<file path="src/rtl/scene_query_arbiter.sv">
// scene_query_arbiter: shares one sceneQuery SDF pipeline among N_LANES
// ray-march lanes. The arbiter issues at most one query per cycle, round-robin
// among lanes requesting the current object. It tags each query with its lane
// in an in-order FIFO and routes each returned distance back to that lane.
// The object select changes only once the pipeline has fully drained.
module scene_query_arbiter #(
    parameter int N_LANES      = 4,
    parameter int MAX_INFLIGHT = 16,
    parameter int MAX_BURST    = 32
) (
    input  logic                            clk,
    input  logic                            rst,
    input  logic [N_LANES-1:0]              req_valid,
    output logic [N_LANES-1:0]              req_ready,
    input  logic [N_LANES*96-1:0]           req_pos,
    input  logic [N_LANES-1:0]              req_obj,
    output logic                            sq_valid_in,
    output logic [95:0]                     sq_pos,
    output logic                            sq_obj_sel,
    input  logic [31:0]                     sq_dist,
    input  logic                            sq_valid_out,
    output logic                            resp_valid,
    output logic [$clog2(N_LANES)-1:0]      resp_lane,
    output logic [31:0]                     resp_dist,
    output logic [$clog2(MAX_INFLIGHT):0]   inflight,
    output logic                            err_orphan
);

    localparam int LANE_W  = $clog2(N_LANES);
    localparam int SCAN_W  = LANE_W + 1;
    localparam int PTR_W   = $clog2(MAX_INFLIGHT);
    localparam int CNT_W   = PTR_W + 1;
    localparam int BURST_W = $clog2(MAX_BURST + 1);

    localparam logic [LANE_W-1:0]  LANE_LAST = LANE_W'(N_LANES - 1);
    localparam logic [SCAN_W-1:0]  LANE_CNT  = SCAN_W'(N_LANES);
    localparam logic [PTR_W-1:0]   PTR_LAST  = PTR_W'(MAX_INFLIGHT - 1);
    localparam logic [CNT_W-1:0]   CNT_FULL  = CNT_W'(MAX_INFLIGHT);
    localparam logic [BURST_W-1:0] BURST_MAX = BURST_W'(MAX_BURST);

    typedef enum logic {ISSUE, DRAIN} state_t;

    state_t               state_q, state_d;
    logic                 cur_obj;
    logic [LANE_W-1:0]    rr_ptr;
    logic [BURST_W-1:0]   burst;
    logic [LANE_W-1:0]    fifo_mem [MAX_INFLIGHT];
    logic [PTR_W-1:0]     wr_ptr, rd_ptr;

    logic [95:0]          pos_arr [N_LANES];
    logic [N_LANES-1:0]   eligible;
    logic                 other_pend;
    logic                 switch_req;
    logic                 fifo_full;
    logic                 grant_hit;
    logic [LANE_W-1:0]    grant_idx;
    logic [SCAN_W-1:0]    scan;
    logic                 issue;
    logic                 pop;

    for (genvar g = 0; g < N_LANES; g++) begin : g_unpack
        assign pos_arr[g] = req_pos[g*96 +: 96];
    end

    assign eligible   = req_valid & ~(req_obj ^ {N_LANES{cur_obj}});
    assign other_pend = |(req_valid & (req_obj ^ {N_LANES{cur_obj}}));
    assign switch_req = other_pend && (!grant_hit || burst == BURST_MAX);
    assign fifo_full  = (inflight == CNT_FULL);
    assign pop        = sq_valid_out && (inflight != '0);
    assign sq_obj_sel = cur_obj;

    // Round-robin scan: first eligible lane at or after the rr pointer
    always_comb begin
        grant_hit = 1'b0;
        grant_idx = '0;
        scan      = '0;
        for (int unsigned i = 0; i < N_LANES; i++) begin
            scan = {1'b0, rr_ptr} + SCAN_W'(i);
            if (scan >= LANE_CNT) scan = scan - LANE_CNT;
            if (!grant_hit && eligible[scan[LANE_W-1:0]]) begin
                grant_hit = 1'b1;
                grant_idx = scan[LANE_W-1:0];
            end
        end
    end

    // FSM state register
    always_ff @(posedge clk or negedge rst) begin
        if (!rst) state_q <= ISSUE;
        else      state_q <= state_d;
    end

    // FSM next state: leave ISSUE to switch objects, leave DRAIN once empty
    always_comb begin
        state_d = state_q;
        unique case (state_q)
            ISSUE: if (switch_req) state_d = DRAIN;
            DRAIN: if (inflight == '0) state_d = ISSUE;
        endcase
    end

    // FSM outputs: one-hot grant; forced low while reset is asserted
    always_comb begin
        issue     = rst && (state_q == ISSUE) && !switch_req && !fifo_full && grant_hit;
        req_ready = '0;
        if (issue) req_ready[grant_idx] = 1'b1;
    end

    // Object select, rr pointer and burst counter
    always_ff @(posedge clk or negedge rst) begin
        if (!rst) begin
            cur_obj <= 1'b0;
            rr_ptr  <= '0;
            burst   <= '0;
        end else if (state_q == DRAIN && inflight == '0) begin
            cur_obj <= ~cur_obj;
            burst   <= '0;
        end else if (issue) begin
            rr_ptr <= (grant_idx == LANE_LAST) ? '0 : grant_idx + LANE_W'(1);
            if (burst != BURST_MAX) burst <= burst + BURST_W'(1);
        end
    end

    // Registered issue to the sceneQuery pipeline
    always_ff @(posedge clk or negedge rst) begin
        if (!rst) begin
            sq_valid_in <= 1'b0;
            sq_pos      <= '0;
        end else begin
            sq_valid_in <= issue;
            if (issue) sq_pos <= pos_arr[grant_idx];
        end
    end

    // Tag FIFO storage; contents are don't-care while empty
    always_ff @(posedge clk) begin
        if (issue) fifo_mem[wr_ptr] <= grant_idx;
    end

    // Tag FIFO pointers and outstanding count; issue+return leaves count unchanged
    always_ff @(posedge clk or negedge rst) begin
        if (!rst) begin
            wr_ptr   <= '0;
            rd_ptr   <= '0;
            inflight <= '0;
        end else begin
            if (issue) wr_ptr <= (wr_ptr == PTR_LAST) ? '0 : wr_ptr + PTR_W'(1);
            if (pop)   rd_ptr <= (rd_ptr == PTR_LAST) ? '0 : rd_ptr + PTR_W'(1);
            if (issue && !pop)      inflight <= inflight + CNT_W'(1);
            else if (!issue && pop) inflight <= inflight - CNT_W'(1);
        end
    end

    // Return path: route result to the head tag; flag returns with no tag
    always_ff @(posedge clk or negedge rst) begin
        if (!rst) begin
            resp_valid <= 1'b0;
            resp_lane  <= '0;
            resp_dist  <= '0;
            err_orphan <= 1'b0;
        end else begin
            resp_valid <= pop;
            if (pop) begin
                resp_lane <= fifo_mem[rd_ptr];
                resp_dist <= sq_dist;
            end
            if (sq_valid_out && inflight == '0) err_orphan <= 1'b1;
        end
    end

endmodule

</file>
<file path="config.mk">
export PLATFORM = sky130hd
export DESIGN_NAME = scene_query_arbiter
export DESIGN_NICKNAME = d
export VERILOG_FILES = /design/src/rtl/scene_query_arbiter.sv
export SDC_FILE = /design/constraint.sdc
export NUM_CORES = 1
export LEC_CHECK = 0
export ABC_AREA = 1
export ABC_CLOCK_PERIOD_IN_PS = 6550
export CAP_MARGIN = 40
export CORE_MARGIN = 2
export CORE_UTILIZATION = 24
export CTS_CLUSTER_DIAMETER = 50
export DETAILED_ROUTE_END_ITERATION = 10
export GPL_TIMING_DRIVEN = 0
export RECOVER_POWER = 100
export SLEW_MARGIN = 20
export SYNTH_ARGS = -nofsm -noshare
export SYNTH_HDL_FRONTEND = slang
export SYNTH_SLANG_ARGS = --single-unit
</file>
<file path="constraint.sdc">
create_clock -name clk -period 6.55 [get_ports clk]
set_input_delay 1.31 -clock clk [delete_from_list [all_inputs] [get_ports clk]]
set_output_delay 1.31 -clock clk [all_outputs]
set_load 0.05 [all_outputs]
</file>
Word level (Yosys, flattened, before mapping)
Memories as Yosys holds them, arrays and structs flattened. A register that Yosys moved wholly into a read port is not among the register bits.
Index checks and enable logic that the tools add are counted.
Widths: inputs -> output; s select.
{"block": "word_totals", "in_bits": 427, "latchBits": 0, "ff_bits": 154, "output_inout_bits": 143, "mem_count": 1, "wordCells": 122, "ramBits": 32, "mem_bits_ro": 0}
{"memory": "fifo_mem", "words": 16, "word_bits": 2, "read_ports": 1, "rd_clocked_by_memory_dff": 1, "write_ports": 1, "line_no": "47", "rtl": "logic [LANE_W-1:0] fifo_mem [MAX_INFLIGHT];"}
{"block": "classes", "n_mux": 39, "shifts": 0, "reduce_logical": 32, "multipliers": 0, "eq_ne": 6, "add_sub_neg": 13, "order_cmp": 11, "n_div": 0, "bitwise_logic": 8}
{"op": "$bmux 96 s2", "count": 1}
{"op": "$mux 96", "count": 2}
{"op": "$mux 2", "count": 9}
{"op": "$mux 6", "count": 3}
{"op": "$lt 2x3->1 const B", "count": 5}
{"op": "$logic_and 1x1->1", "count": 14}
{"op": "$mux 1", "count": 13}
{"op": "$ge 3x3->1 const B", "count": 4}
{"op": "$mux 4", "count": 3}
{"op": "$mux 5", "count": 2}
{"op": "$logic_not 1->1", "count": 9}
{"op": "$add 4x1->4 const B", "count": 2}
{"op": "$and 4x4->4", "count": 2}
{"op": "$bmux 1 s2", "count": 4}
{"op": "$eq 4x4->1 const B", "count": 2}
{"op": "$sub 2x1->2 const B", "count": 4}
{"op": "$add 2x2->3 const B", "count": 2}
{"op": "$add 6x1->6 const B", "count": 1}
{"op": "$eq 6x6->1 const B", "count": 1}
{"op": "$ne 6x6->1 const B", "count": 1}
{"op": "$reduce_bool 2->1", "count": 3}
{"op": "$add 5x1->5 const B", "count": 1}
{"op": "$eq 5x5->1 const B", "count": 1}
{"op": "$logic_not 5->1", "count": 1}
{"op": "other kinds (16)", "count": 19}

Logic depth before layout (Yosys ltp)
{"block": "logic_depth", "depth_word": 26, "depth_mapped": 20, "mapped_depth_nobuf": 18}

Least setup slack after synthesis
No wires, ideal clock.
{"block": "synth_path", "kind": "input port to output port", "start": "input port req_obj[1]", "end": "output port req_ready[3]", "path_buffers": 1, "arrival_time_ns": 3.410, "stages": 15, "setup_slack_ns": 1.830, "t_required_ns": 5.240, "cell_sequence": "inv_1 -> nand2_1 -> nand2_1 -> nand3_1 -> nand2_1 -> inv_1 -> o21ai_1 -> nand2_1 -> nand2_1 -> nand2_2 -> buf_2 -> inv_1 -> ha_1 -> inv_1 -> nor2_1"}
{"block": "synth_between", "elab_cells_between_ends": 40, "cone_classes": "2 x order compare; 19 x mux; 4 x bitwise; 15 x reduce/logical"}
{"item": "start: declaration", "line_no": "16", "rtl": "input logic [N_LANES-1:0] req_obj,"}
{"item": "$xor 4x4->4 *", "line_no": "65", "rtl": "assign eligible = req_valid & ~(req_obj ^ {N_LANES{cur_obj}});"}
{"item": "$not 4->4 *", "line_no": "65"}
{"item": "$and 4x4->4 *", "line_no": "65"}
{"item": "$bmux 1 s2", "line_no": "80", "rtl": "if (!grant_hit && eligible[scan[LANE_W-1:0]]) begin"}
{"item": "$mux 1 (implied by the code)", "line_no": "80"}
{"item": "$mux 1", "line_no": "80"}
{"item": "$logic_not 1->1", "line_no": "80"}
{"item": "$logic_and 1x1->1", "line_no": "80"}
{"item": "[5 not listed]"}
{"item": "$logic_and 1x1->1", "line_no": "80"}
{"item": "$mux 2 *", "line_no": "80"}
{"item": "named net grant_idx[0]", "line_no": "56", "rtl": "logic [LANE_W-1:0] grant_idx;"}
{"item": "$lt 2x3->1 (implied by the code) / $ge 2x1->1 (equally long branches)", "line_no": "106", "rtl": "if (issue) req_ready[grant_idx] = 1'b1;"}
{"item": "$logic_and 1x1->1 (implied by the code)", "line_no": "106"}
{"item": "$mux 1 (implied by the code)", "line_no": "106"}
{"item": "$demux 1 s2 *", "line_no": "106"}
{"item": "$mux 4 *", "line_no": "106"}
{"item": "end: declaration", "line_no": "14", "rtl": "output logic [N_LANES-1:0] req_ready,"}
The timed path passes the listed nets; every way through them passes the cells marked *. The select of a mux whose other input is x is not followed.

Final worst setup path
Ends and elaborated chain as after synthesis.

==> flow_summary.yaml <==
yosys:
  synth_warnings: 0
  synth_area_leader_cell: "dfrtp_1"
  syn_inst: 1556
  synth_top_area_share_pct: 34.74
  synth_top_flop_cell: "dfrtp_1"
  synth.top_cells.by_area: "dfrtp_1, nand3_1, nand2_1"
  ys_ff_latch: 188
  synth_seq_area_share_pct: 43.29
  syn-cell-area_um2: 11240
  synth_nets: 1999
  synth_edf_count: 32
  ys_types: 41
  syn_area_per_cell_um2: 7.223
  synth-async-reset-ratio_pct: 82.98
job:
  maxCapViolations: 1
die:
  die_h_um: 220.4
  start_util_pct: 24.24
  dieArea_um2: 48570
  rows: 79
  die_w_um: 220.4
  design.core.area_um2: 46360
  pin_count: 570
routing:
  finalWirelength_mm: 55.43
  num_vias: 13420
  routedWlPerCell_um: 20.02
  drc: 0
  ant_nets: 0
  vias_per_cell: 4.850
  drt-initial-drc-count: 972
  dr.pass1.iters: 5
status:
  violations: "capacitance limit, slew limit"
  status: "finished with violations"
clock_network:
  clock_sinks: 188
  cts_buffers: 17
  clkTransAtPathRegs_ns: 0.07
  cts_buffer_depth: 2
  postCtsSetupBuffers: 0
  h-tree-depth: 4
  holdBufCountCts: 0
  cts_tree: "done"
  cts_resized: 0
  worstSkewPairLatency_ns: 0.46
  clk_root_buffer_cell: "clkbuf_16"
setup_path:
  critPathTopFamily: "buffers and inverters"
  cp_data_arrival_time_ns: 4.88
  cpPeakStageDelay_ns: 0.85
  cp_num_buf_inv: 6
  crit_type: "in -> out"
  crit_chain: "clkdlybuf4s50_1, inv_1, nand2_1, nand2_1, nand3_1, nand2_1, nor2_1, nand3_2, nand3_1, nand2_4, inv_2, buf_2, ha_1, inv_1, nor2_1, clkdlybuf4s50_1"
  crit_slowest_cell: "clkdlybuf4s50_1"
  critPathCaptureType: "primary output"
  critPathLaunchType: "input port"
  cp_max_fo: 27
  required_ns: 5.24
  cp_common_cell: "nand2_1"
global_routing:
  grt_pass1_wl_mm: 80.48
  grt_pass1_vias: 13530
  antenna_found_initial: 6
  grt-ovfl-total: 0
  grt_usage_pct: 22.22
  grt_max_degree: 86
timing:
  fin_crit_ns: 6.190
  rsz0062_at_grt: "false"
  fin_crit_sh_pct: 94.50
  hold_viol_final: 0
  clock-skew-final_ns: 0.02407
  layout_setup_ws_ns: 0.3602
  relSlewSlack_pct: -170.4
  setup-violations-final: 0
  tightest_slew_ns: 4.056
  fmax_ghz: 0.1616
  drv_slew: 86
pwr:
  max-vdd-ir-drop_v: 0.0002914
  p_leak_nw: 8.360
  finalPower_w: 0.01126
  powerDensity_nw_per_um2: 613.5
place:
  dpl.hpwl_mm: 43.88
  finalWeightedCongestion: 0.9448
  port-buffer-count: 569
  place_area_um2: 17730
  dp_cells: 2733
  preCtsSetupSlack_ns: 0.3505
final_layout:
  seq_area_um2: 4865
  area_growth_pct: 63.28
  final_common_cell: "nand2_1"
  nNetsFinal: 2588
  layoutNonFillerInstCount: 2768
  multi_input_area_um2: 5547
  fill_cells: 4789
  final_cell_mix: "nand2_1, nand3_1, clkdlybuf4s50_1, dfrtp_1, dlygate4sd3_1"
  fin_area_um2: 18350
  drive_gt1_share_pct: 5.978
min_path:
  hold_path_class: "reg -> reg"
[cell usage after synthesis, types with 2 or more instances]
cell,instances
dfrtp_1,156
buf_1,8
nand4_1,2
nand3_2,2
nor3_1,2
buf_4,17
a31oi_1,2
buf_2,61
inv_1,32
and3_1,2
clkinv_1,2
edfxtp_1,32
clkbuf_1,20
xor2_1,6
nor3b_1,4
nand3_1,511
inv_2,5
o21ai_1,4
a41oi_1,2
nand2_1,554
ha_1,15
a21oi_1,4
a21o_1,2
buf_6,12
nor2_1,54
o221ai_1,3
o22ai_1,6
o21ai_0,23
[cell type report]
cell class,instances,area share [%]
Timing Repair Buffer,570,31.12
Multi-Input combinational cell,1211,30.23
Antenna cell,3,0.04091
Clock inverter,15,1.227
Inverter,39,0.7978
Sequential cell,188,26.51
Tap cell,607,4.139
Clock buffer,17,2.318
Buffer,118,3.621
[registers in the layout, summed over array words and instances, names as in the netlist, 2 cells and up]
| name | count |
|---|---|
| resp_dist | 32 |
| rr_ptr | 2 |
| fifo_mem | 32 |
| burst | 6 |
| resp_lane | 2 |
| rd_ptr | 4 |
| sq_pos | 96 |
| inflight | 5 |
| wr_ptr | 4 |
[through the flow]
step                setup TNS, ns  utilization (%)  hold WS [ns]
finish                          0            39.58        0.4703
global route                    0            39.58        0.4961
CTS                             0            39.64        0.4825
detailed placement              0            38.24        0.4647
global placement          -881.31            38.17        0.4546
floorplan                       0                -        0.4659
[cell families after synthesis]
group	Yosys count	synth area share, %
AND/OR/NAND/NOR	1137	44.21
flip-flops	188	43.29
buffers and inverters	157	7.292
AO/OA/AOI/OAI	50	2.672
adder cells (fa/ha/maj)	16	1.848
XOR/XNOR	8	0.6903
[layer usage]
layer / vias to the layer above / wire (µm) / global-route usage (%)
met2: 672 / 26990 / 38.18
met4: 4 / 2120 / 9.306
met1: 6265 / 22140 / 26.77
met5: - / 29 / 0
li1: 6385 / - / -
met3: 98 / 4147 / 4.880
[final timing paths]
path / slack, ns / depth (start not counted) / endpoint / startpoint
setup reg to reg: 2.23 / 20 / inflight[4] / sq_obj_sel
max in group asynchronous: 1.24 / 2 / sq_pos[25] / rst
hold reg to reg: 0.47 / 1 / err_orphan / err_orphan
setup / recovery: 0.36 / 16 / req_ready[3] / req_obj[1]
hold / removal: 0.47 / 1 / err_orphan / err_orphan
min in group asynchronous: 0.82 / 1 / inflight[1] / rst
[where the power goes]
group          total [W]  switching, W  leakage (nW)  internal [W]
registers        0.00192      0.000247          2.22       0.00167
clock network    0.00114      0.000600         0.311      0.000544
logic            0.00819       0.00571          5.83       0.00248
total             0.0113       0.00656          8.36       0.00470
Power figures use the tool's default switching activity.
